### src/rtl/ramreader.sv
// ramreader: streams 16-bit samples out of the 64-bit sample RAM.
// One RAM word is read per address in ascending order (wrapping at DEPTH)
// and each word is serialised MSB-first into four samples on a valid/ready
// stream. RAM read latency is absorbed by a 2-entry word FIFO.
//
// Optional feature macro: RAMREADER_CHECK_EN
//   defined   -> sequence checker: o_err is set (sticky) when an accepted
//                sample is not the previous accepted sample + 1.
//   undefined -> no checker, o_err tied to 0.
//
// Fetch FSM
//   state   | meaning
//   F_IDLE  | not fetching, pipeline empty
//   F_RUN   | fetching: a read is issued whenever credit allows
//   F_DRAIN | no new reads; in-flight/buffered words still flow out
//
// Serialiser FSM
//   state   | meaning
//   S_EMPTY | no word loaded, o_valid low
//   S_0     | presenting bits [63:48]
//   S_1     | presenting bits [47:32]
//   S_2     | presenting bits [31:16]
//   S_3     | presenting bits [15:0]

`timescale 1ns/1ps

module ramreader #(
    parameter int DEPTH  = 2048,
    parameter int ADDR_W = 14,
    parameter int RD_LAT = 2
) (
    input  logic              i_clk,
    input  logic              i_rst_n,
    input  logic              i_en,
    output logic [ADDR_W-1:0] o_address,
    output logic              o_rden,
    input  logic [63:0]       i_q,
    output logic [15:0]       o_sample,
    output logic              o_valid,
    input  logic              i_ready,
    output logic              o_busy,
    output logic              o_err
);

    typedef enum logic [1:0] {
        F_IDLE  = 2'd0,
        F_RUN   = 2'd1,
        F_DRAIN = 2'd2
    } fetch_t;

    typedef enum logic [2:0] {
        S_EMPTY = 3'd0,
        S_0     = 3'd1,
        S_1     = 3'd2,
        S_2     = 3'd3,
        S_3     = 3'd4
    } ser_t;

    fetch_t            fetch_state;
    fetch_t            fetch_next;
    ser_t              ser_state;
    ser_t              ser_next;

    logic [ADDR_W-1:0] addr_next;
    logic [RD_LAT-1:0] rd_pipe;
    logic [1:0]        inflight;
    logic [1:0]        fifo_cnt;
    logic              fifo_wr_ptr;
    logic              fifo_rd_ptr;
    logic [63:0]       fifo_mem [2];
    logic [63:0]       ser_word;

    logic              capture;
    logic              pop;
    logic              issue;
    logic              hs;
    logic [2:0]        credit_used;

    // A word returns from the RAM when its read enable reaches the pipe end.
    assign capture = rd_pipe[RD_LAT-1];
    assign hs      = o_valid & i_ready;
    assign o_valid = (ser_state != S_EMPTY);
    assign o_busy  = (inflight != 2'd0) | (fifo_cnt != 2'd0) | (ser_state != S_EMPTY);

    // Credit after this edge: captures move a word from in-flight to the
    // FIFO (net zero), a pop frees one slot. The word being serialised does
    // not hold a credit, so at most two reads run ahead of it.
    assign credit_used = 3'(inflight) + 3'(fifo_cnt) - 3'(pop);

    // Fetch FSM next-state and read-issue decision.
    always_comb begin
        fetch_next = fetch_state;
        case (fetch_state)
            F_IDLE: begin
                if (i_en) fetch_next = F_RUN;
            end
            F_RUN: begin
                if (!i_en) fetch_next = F_DRAIN;
            end
            F_DRAIN: begin
                if (i_en)         fetch_next = F_RUN;
                else if (!o_busy) fetch_next = F_IDLE;
            end
            default: fetch_next = F_IDLE;
        endcase
        issue = (fetch_next == F_RUN) && (credit_used < 3'd2);
    end

    // Fetch state, registered read port and address post-increment.
    always_ff @(posedge i_clk or negedge i_rst_n) begin
        if (!i_rst_n) begin
            fetch_state <= F_IDLE;
            o_rden      <= 1'b0;
            o_address   <= '0;
            addr_next   <= '0;
        end else begin
            fetch_state <= fetch_next;
            o_rden      <= issue;
            if (issue) begin
                o_address <= addr_next;
                if (addr_next == ADDR_W'(DEPTH - 1)) addr_next <= '0;
                else                                 addr_next <= addr_next + 1'b1;
            end
        end
    end

    // Read-latency tracker and in-flight read counter.
    always_ff @(posedge i_clk or negedge i_rst_n) begin
        if (!i_rst_n) begin
            rd_pipe  <= '0;
            inflight <= 2'd0;
        end else begin
            rd_pipe[0] <= o_rden;
            for (int i = 1; i < RD_LAT; i++) rd_pipe[i] <= rd_pipe[i-1];
            inflight <= inflight + 2'(issue) - 2'(capture);
        end
    end

    // Two-entry word FIFO between the RAM and the serialiser.
    always_ff @(posedge i_clk or negedge i_rst_n) begin
        if (!i_rst_n) begin
            fifo_mem[0] <= '0;
            fifo_mem[1] <= '0;
            fifo_wr_ptr <= 1'b0;
            fifo_rd_ptr <= 1'b0;
            fifo_cnt    <= 2'd0;
        end else begin
            if (capture) begin
                fifo_mem[fifo_wr_ptr] <= i_q;
                fifo_wr_ptr           <= ~fifo_wr_ptr;
            end
            if (pop) fifo_rd_ptr <= ~fifo_rd_ptr;
            fifo_cnt <= fifo_cnt + 2'(capture) - 2'(pop);
        end
    end

    // Serialiser next-state; S_3 reloads directly from the FIFO so there is
    // no bubble between words.
    always_comb begin
        ser_next = ser_state;
        pop      = 1'b0;
        case (ser_state)
            S_EMPTY: begin
                if (fifo_cnt != 2'd0) begin
                    ser_next = S_0;
                    pop      = 1'b1;
                end
            end
            S_0: if (hs) ser_next = S_1;
            S_1: if (hs) ser_next = S_2;
            S_2: if (hs) ser_next = S_3;
            S_3: begin
                if (hs) begin
                    if (fifo_cnt != 2'd0) begin
                        ser_next = S_0;
                        pop      = 1'b1;
                    end else begin
                        ser_next = S_EMPTY;
                    end
                end
            end
            default: ser_next = S_EMPTY;
        endcase
    end

    // Serialiser state and the word being emitted.
    always_ff @(posedge i_clk or negedge i_rst_n) begin
        if (!i_rst_n) begin
            ser_state <= S_EMPTY;
            ser_word  <= '0;
        end else begin
            ser_state <= ser_next;
            if (pop) ser_word <= fifo_mem[fifo_rd_ptr];
        end
    end

    // Sample select from the loaded word; zero while empty.
    always_comb begin
        o_sample = 16'h0000;
        case (ser_state)
            S_0:     o_sample = ser_word[63:48];
            S_1:     o_sample = ser_word[47:32];
            S_2:     o_sample = ser_word[31:16];
            S_3:     o_sample = ser_word[15:0];
            default: o_sample = 16'h0000;
        endcase
    end

`ifdef RAMREADER_CHECK_EN
    logic [15:0] prev_sample;
    logic        have_prev;
    logic        err;

    // Sequence checker: every accepted sample after the first must be the
    // previous one plus one (16-bit wrap). Only reset clears the history.
    always_ff @(posedge i_clk or negedge i_rst_n) begin
        if (!i_rst_n) begin
            prev_sample <= 16'h0000;
            have_prev   <= 1'b0;
            err         <= 1'b0;
        end else if (hs) begin
            if (have_prev && (o_sample != prev_sample + 16'd1)) err <= 1'b1;
            prev_sample <= o_sample;
            have_prev   <= 1'b1;
        end
    end

    assign o_err = err;
`else
    assign o_err = 1'b0;
`endif

endmodule

### config.mk
export PLATFORM = sky130hd
export DESIGN_NAME = ramreader
export DESIGN_NICKNAME = d
export VERILOG_FILES = /design/src/rtl/ramreader.sv
export SDC_FILE = /design/constraint.sdc
export NUM_CORES = 1
export LEC_CHECK = 0
export CORE_UTILIZATION = 57
export DETAILED_ROUTE_END_ITERATION = 10
export PLACE_DENSITY = 0.8
export SKIP_CTS_REPAIR_TIMING = 1
export SLEW_MARGIN = 20
export SYNTH_ARGS = -nofsm -noshare
export SYNTH_HDL_FRONTEND = slang
export SYNTH_SLANG_ARGS = --single-unit
### constraint.sdc
create_clock -name i_clk -period 3.9 [get_ports i_clk]
set_clock_uncertainty 0.15 [all_clocks]
set_input_delay 0.39 -clock i_clk [delete_from_list [all_inputs] [get_ports i_clk]]
set_output_delay 0.39 -clock i_clk [all_outputs]
set_load 0.02 [all_outputs]
==> reports/qor.yml, run 1 <==
placement:
  gp_congestion: 0.857
  hpwl_um: 14100
  port_buffers: 100
final_layout:
  final_util: 0.711
  fill_cells: 1111
  diodes: 0
  syn_to_final_growth_pct: 20.5
  finalNetCount: 951
  drive_above_1_share: 0.207
grt:
  grt_busiest_layer: "met2"
  grt_max_degree: 130
  gr-usage-met1: 0.355
  overflow: 0
  grt_antenna_before_repair: 0
  grt_use_total: 0.250
  use_met2: 0.397
  grt.met3_usage: 0.0361
  grt_pass1_wl_um: 35100
  grt_pass1_vias: 6748
floorplanning:
  rows: 47
  ios: 102
  dieArea_um2: 17900
  die_y_um: 134
  die_w_um: 134
  start_util: 0.590
  core_um2: 16800
clocking:
  clock_path_buffers: 3
  numCtsBuffers: 24
  clk_latency_ns: 0.50
  clockRootBuffer: "clkbuf_16"
  cts.sinks: 234
  h-tree-depth: 1
  clk_pin_slew_ns: 0.06
  cts_tree: "done"
synthesis:
  synth-edff-count: 0
  syn-cell-area_um2: 9900
  synthXorXnorAreaFrac: 0.0150
  seq_area_frac_synth: 0.592
  synth_top_family_by_area: "multiplexers"
  muxShareOfSynthArea: 0.227
  syn_nets: 861
  synth.most_common_cell: "dfrtp_1"
  synth_fa_ha_area_frac: 0.00961
  ys_async_sr_fraction: 1.00
  synthSimpleGateAreaFrac: 0.0682
  yosysWarningCount: 0
  ys_types: 38
  synthFlopType: "dfrtp_1"
  ys_ff_latch: 234
  yosys-top-cells-area: "dfrtp_1 (59%), mux2_2 (15%), mux2i_1 (8.1%)"
  syn_avg_cell_area_um2: 12.6
  synth_cells: 786
  netlist_top_cells_count: "dfrtp_1 (234), mux2_2 (128), mux2i_1 (80), a21oi_1 (69), nor2_1 (69)"
  synth.top_cell.area_share: 0.592
  netlist.top_cell.by_area: "dfrtp_1"
  synth-compound-area-share: 0.0639
drt:
  num_vias: 6440
  drt_pre_antenna_iters: 5
  drt_wl_total_um: 21300
  vias_per_cell: 5.79
  drc_errors: 0
  ant_nets: 0
  drt-wirelength-per-cell_um: 19.2
  drtIter0Drc: 455
worst_setup_path:
  path_common_cell: "buf_4"
  endpoint_kind: "primary output"
  rr_worst_depth: 11
  cp_slowest_cell: "clkdlybuf4s50_1"
  critPathKind: "flop to primary output"
  r2r_slack_ns: 0.71
  cp_data_required_time_ns: 3.36
  regToRegStartpoint: "fifo_cnt[1]"
  worst_setup_path_start_kind: "flop"
  startpoint: "ser_state[1]"
  worstPathCellList: "buf_4, nor2b_1, buf_4, a22oi_1, o22ai_1, clkdlybuf4s50_1"
  slowest_delay_ns: 0.66
  worstPathMaxFanout: 22
  cp_data_arrival_time_ns: 2.84
timing:
  rsz0062_at_grt: "no"
  tightest_slew_ns: 0.944
  setup_viol: 0
  finalCritPeriodShare: 0.867
  fin_setup_tns_ns: 0
  period_minus_slack_ns: 3.38
  drv_slew: 0
  finalHoldViolCount: 0
  max_freq_mhz: 296
  slew-limit-headroom: 0.370
hold_path:
  hp-start: "rd_pipe[0]"
  min_path_type: "flop to flop"
  holdPathStages: 0
job:
  max_cap_violations: 0
pwr:
  power.leakage_nw: 5.26
  power_per_cell_area_nw_per_um2: 897
  peakVddDrop_uv: 612
outcome:
  run_status: "finished, final reports clean"
sequential cells by signal (all words and copies together) (netlist names):
register	count
fifo_cnt	2
ser_state	3
fifo_rd_ptr	1
fifo_mem	128
inflight	2
o_rden	1
addr_next	14
ser_word	64
rd_pipe	2
fifo_wr_ptr	1
fetch_state	2
o_address	14
critical path: cells and delay by family, from the launching register on:
kind	cells	cell delay [ns]
compound gates	2	0.41
buf+inv	3	1.27
flops	1	0.39
simple gates	1	0.27
metal layers:
metal  wire length, um  share of wire  vias to the layer above
li1                  -              -                     2935
met1              9520           0.45                     3266
met2             10100           0.47                      192
met3              1120          0.052                       47
met4               625          0.029                        0
met5                 0              0                        -
cell families after synthesis:
kind of cell,after synthesis
flip-flops,234
multiplexers,208
AND/OR/NAND/NOR,154
AO/OA/AOI/OAI,109
buffers and inverters,56
XOR/XNOR,17
adder cells (fa/ha/maj),7
other,1
through the flow:
step                total power, W  cells  worst slack [ns]  hold WS [ns]  area (um2)
finish                      0.0107   1112             0.517         0.196       11900
detailed placement         0.00839   1068             0.209         0.188       11100
floorplan                  0.00701    786             0.305       -0.0556        9900
CTS                         0.0107   1110             0.531        -0.141       11900
global route                0.0113   1112             0.375         0.205       11900
global placement           0.00814   1068             0.347         0.189       11100
report_power, final:
part | total [W] | internal, W | switching (W)
Clock | 0.00227 | 0.00137 | 0.000892
Combinational | 0.00410 | 0.00196 | 0.00214
Sequential | 0.00432 | 0.00357 | 0.000752
path summary, 6_finish.rpt:
check,to
worst max register to register,addr_next[5]
max in group asynchronous,ser_word[37]
worst max-delay path,o_sample[3]
worst min register to register,rd_pipe[1]
min in group asynchronous,fifo_mem[5]
worst min-delay path,rd_pipe[1]
placed cells by master, fill, tap and decap left out, drive strengths merged, types with 2 or more instances in the layout:
cell / n
xor2: 6
clkinv: 6
clkbuf: 34
o31ai: 3
nand4: 5
mux2i: 80
clkdlybuf4s50: 99
a22oi: 16
nand2: 53
nor2b: 3
inv: 7
a21oi: 69
ha: 6
dfrtp: 234
nor2: 69
nand3: 6
nor3: 3
and3: 2
or4: 3
buf: 13
o22ai: 17
bufinv: 2
mux2: 128
nand2b: 3
xnor2: 11
cell type report:
class	count	area (um2)	area share
sequential	234	5860	0.492
timing repair buffer	113	1150	0.0969
clock inverter	8	90.1	0.00756
inverter	7	26.3	0.00220
multi-input combinational	496	3810	0.320
clock buffer	34	699	0.0587
tap	220	275	0.0231
No activity file was read; power rests on OpenSTA's default activity.
==> run 2, diff against run 1 <==
--- a/config.mk
+++ b/config.mk
@@ -6,9 +6,9 @@
 export NUM_CORES = 1
 export LEC_CHECK = 0
 export CORE_UTILIZATION = 57
+export CTS_CLUSTER_DIAMETER = 30
 export DETAILED_ROUTE_END_ITERATION = 10
 export PLACE_DENSITY = 0.8
-export SKIP_CTS_REPAIR_TIMING = 1
 export SLEW_MARGIN = 20
 export SYNTH_ARGS = -nofsm -noshare
 export SYNTH_HDL_FRONTEND = slang
==> run 2 against run 1 <==
- via count grew 2.1%
- register-to-register slack got worse by 0.04 ns
- largest power group unchanged
- design area increased by 3.8%
- count of clock-buffer cells in the layout up 20
- combinational power about the same
- die area unchanged
- highest routed layer unchanged
- wire length is 3.7% higher
- non-clock buffer count unchanged
- final cell count up 2.7%
==> reports/qor.yml, run 2 (synthesis gave the netlist of run 1 again) <==
final_layout:
  final_area_um2: 12400  # +3.8%
  final_common_cell: "dfrtp_1"
  fill_cells: 1054  # -5.1%
  largest_reg_flops: 128  # unchanged
  final_util: 0.738  # +0.0271
  finalNetCount: 967  # +1.7%
  drive_above_1_share: 0.228  # +0.0206
  regMostFlops: "fifo_mem"
  layout_common_cells: "dfrtp_1 (233), mux2_2 (128), clkdlybuf4s50_1 (99)"
  syn_to_final_growth_pct: 25.0
  reg.largest.list: "fifo_mem (128), ser_word (64)"
drt:
  num_vias: 6575  # +2.1%
  drt-wirelength-per-cell_um: 19.4  # +0.99%
  drt_pre_antenna_iters: 5  # unchanged
  vias_per_cell: 5.76  # -0.59%
  ant_nets: 0  # unchanged
  drc_errors: 0  # unchanged
  drt_wl_total_um: 22100  # +3.7%
  drtIter0Drc: 487  # +7.0%
grt:
  grt_pass1_wl_um: 36300  # +3.5%
  grt_antenna_before_repair: 0  # unchanged
  grt_pass1_vias: 6989  # +3.6%
  grt_use_total: 0.261  # +0.0109
  grt_max_degree: 130  # unchanged
  overflow: 0  # unchanged
placement:
  gp_congestion: 0.857  # unchanged
  pre_cts_ws_ns: 0.209  # unchanged
  hpwl_um: 14100  # unchanged
  placed_cell_area_um2: 11100  # unchanged
  port_buffers: 100  # unchanged
worst_setup_path:
  worstPathCellList: "buf_4, nor2b_1, buf_4, a22oi_1, o22ai_1, clkdlybuf4s50_1"
  worst_setup_path_start_kind: "flop"
  cp_slowest_cell: "clkdlybuf4s50_1"
  path_common_cell: "buf_4"
  cp_data_arrival_time_ns: 2.89  # +0.05 ns
  startpoint: "ser_state[1]"
  slowest_delay_ns: 0.69  # +0.03 ns
  critPathKind: "flop to primary output"
  regToRegStartpoint: "ser_state[2]"
  worstPathMaxFanout: 22  # unchanged
  cp_data_required_time_ns: 3.36  # about the same
  endpoint_kind: "primary output"
clocking:
  clk_latency_ns: 0.51  # about the same
  clockRootBuffer: "clkbuf_16"
  clock_path_buffers: 3  # unchanged
  post_cts_resized: 0
  cts_tree: "done"
  h-tree-depth: 2  # +1
  clk_pin_slew_ns: 0.06  # about the same
  numCtsBuffers: 40  # +67%
  cts.sinks: 234  # unchanged
outcome:
  run_status: "finished, final reports clean"
timing:
  setup_viol: 0  # unchanged
  finalCritPeriodShare: 0.880  # +0.0127
  period_minus_slack_ns: 3.43  # +0.0497 ns
  slew-limit-headroom: 0.346  # -0.0234
  tightest_slew_ns: 0.979  # +0.0350 ns
  max_freq_mhz: 291  # -1.4%
  rsz0062_at_grt: "no"
  worst_slack_ns: 0.467  # -0.0497 ns
  finalHoldViolCount: 0  # unchanged
  holdWs_ns: 0.197  # +0.000499 ns
  drv_slew: 0  # unchanged
  fin_setup_tns_ns: 0  # unchanged
hold_path:
  hp-start: "rd_pipe[0]"
  min_path_type: "flop to flop"
pwr:
  power_per_cell_area_nw_per_um2: 941  # +4.9%
  peakVddDrop_uv: 589  # -3.8%
  power.leakage_nw: 5.47  # +4.1%
floorplanning:
  dieArea_um2: 17900  # unchanged
  core_um2: 16800  # unchanged
  start_util: 0.590  # unchanged
  rows: 47  # unchanged
  die_w_um: 134  # unchanged
  die_y_um: 134  # unchanged
  ios: 102  # unchanged
job:
  max_cap_violations: 0  # unchanged
-- run 2: changes by cell type in the layout (fill, tap and decap cells not counted), moves of 2 or more --
cell and delta:
bufinv_16 -2, inv_8 +2, inv_6 +5, clkbuf_16 +16
clkbuf_1 +4, clkinv_4 +4
-- run 2: report_power, final --
group	internal, W	switching, W
Combinational	0.00195	0.00214
Clock	0.00203	0.00117
Sequential	0.00357	0.000780
Total	0.00755	0.00409
-- run 2: layout make-up --
type | instances | area [um2] | area share
Inverter | 7 | 26.3 | 0.00212
Multi-Input combinational cell | 496 | 3810 | 0.308
Tap cell | 220 | 275 | 0.0222
Timing Repair Buffer | 113 | 1150 | 0.0927
Sequential cell | 234 | 5860 | 0.474
Antenna cell | 1 | 2.50 | 0.000202
Clock buffer | 54 | 1110 | 0.0901
Clock inverter | 17 | 134 | 0.0108
-- run 2: path summary, 6_finish.rpt --
path | end | slack, ns | depth (start not counted)
worst max-delay path | o_sample[15] | 0.47 | 6
worst min-delay path | rd_pipe[1] | 0.20 | 0
worst max register to register | addr_next[5] | 0.67 | 11
worst min register to register | rd_pipe[1] | 0.20 | 0
max in group asynchronous | ser_word[56] | 2.25 | 3
min in group asynchronous | fifo_mem[5] | 0.37 | 2
-- run 2: routing by layer --
metal	global-route usage	wire, um	vias to the layer above
met1	0.354	9500	3344
met3	0.0556	1260	46
met2	0.420	10800	201
met4	0.0890	559	0
li1	-	-	2984
met5	0	0	-
-- run 2: per-stage QoR --
stage	power [W]	cells
2_1_floorplan	0.00701	786
6_report	0.0116	1142
4_1_cts	0.0117	1140
3_3_place_gp	0.00814	1068
5_1_grt	0.0123	1141
3_5_place_dp	0.00839	1068
-- run 2: critical path: cells and delay by family (launching register included) --
kind            cells  cell delay, ns
flops               1            0.39
compound gates      2            0.39
buf+inv             3            1.31
simple gates        1            0.28
-- run 2: timing repair --
action / CTS / global route
setup buffers: 0 / 0
hold buffers: 1 / 0
hold endpoints to repair: 115 / 0
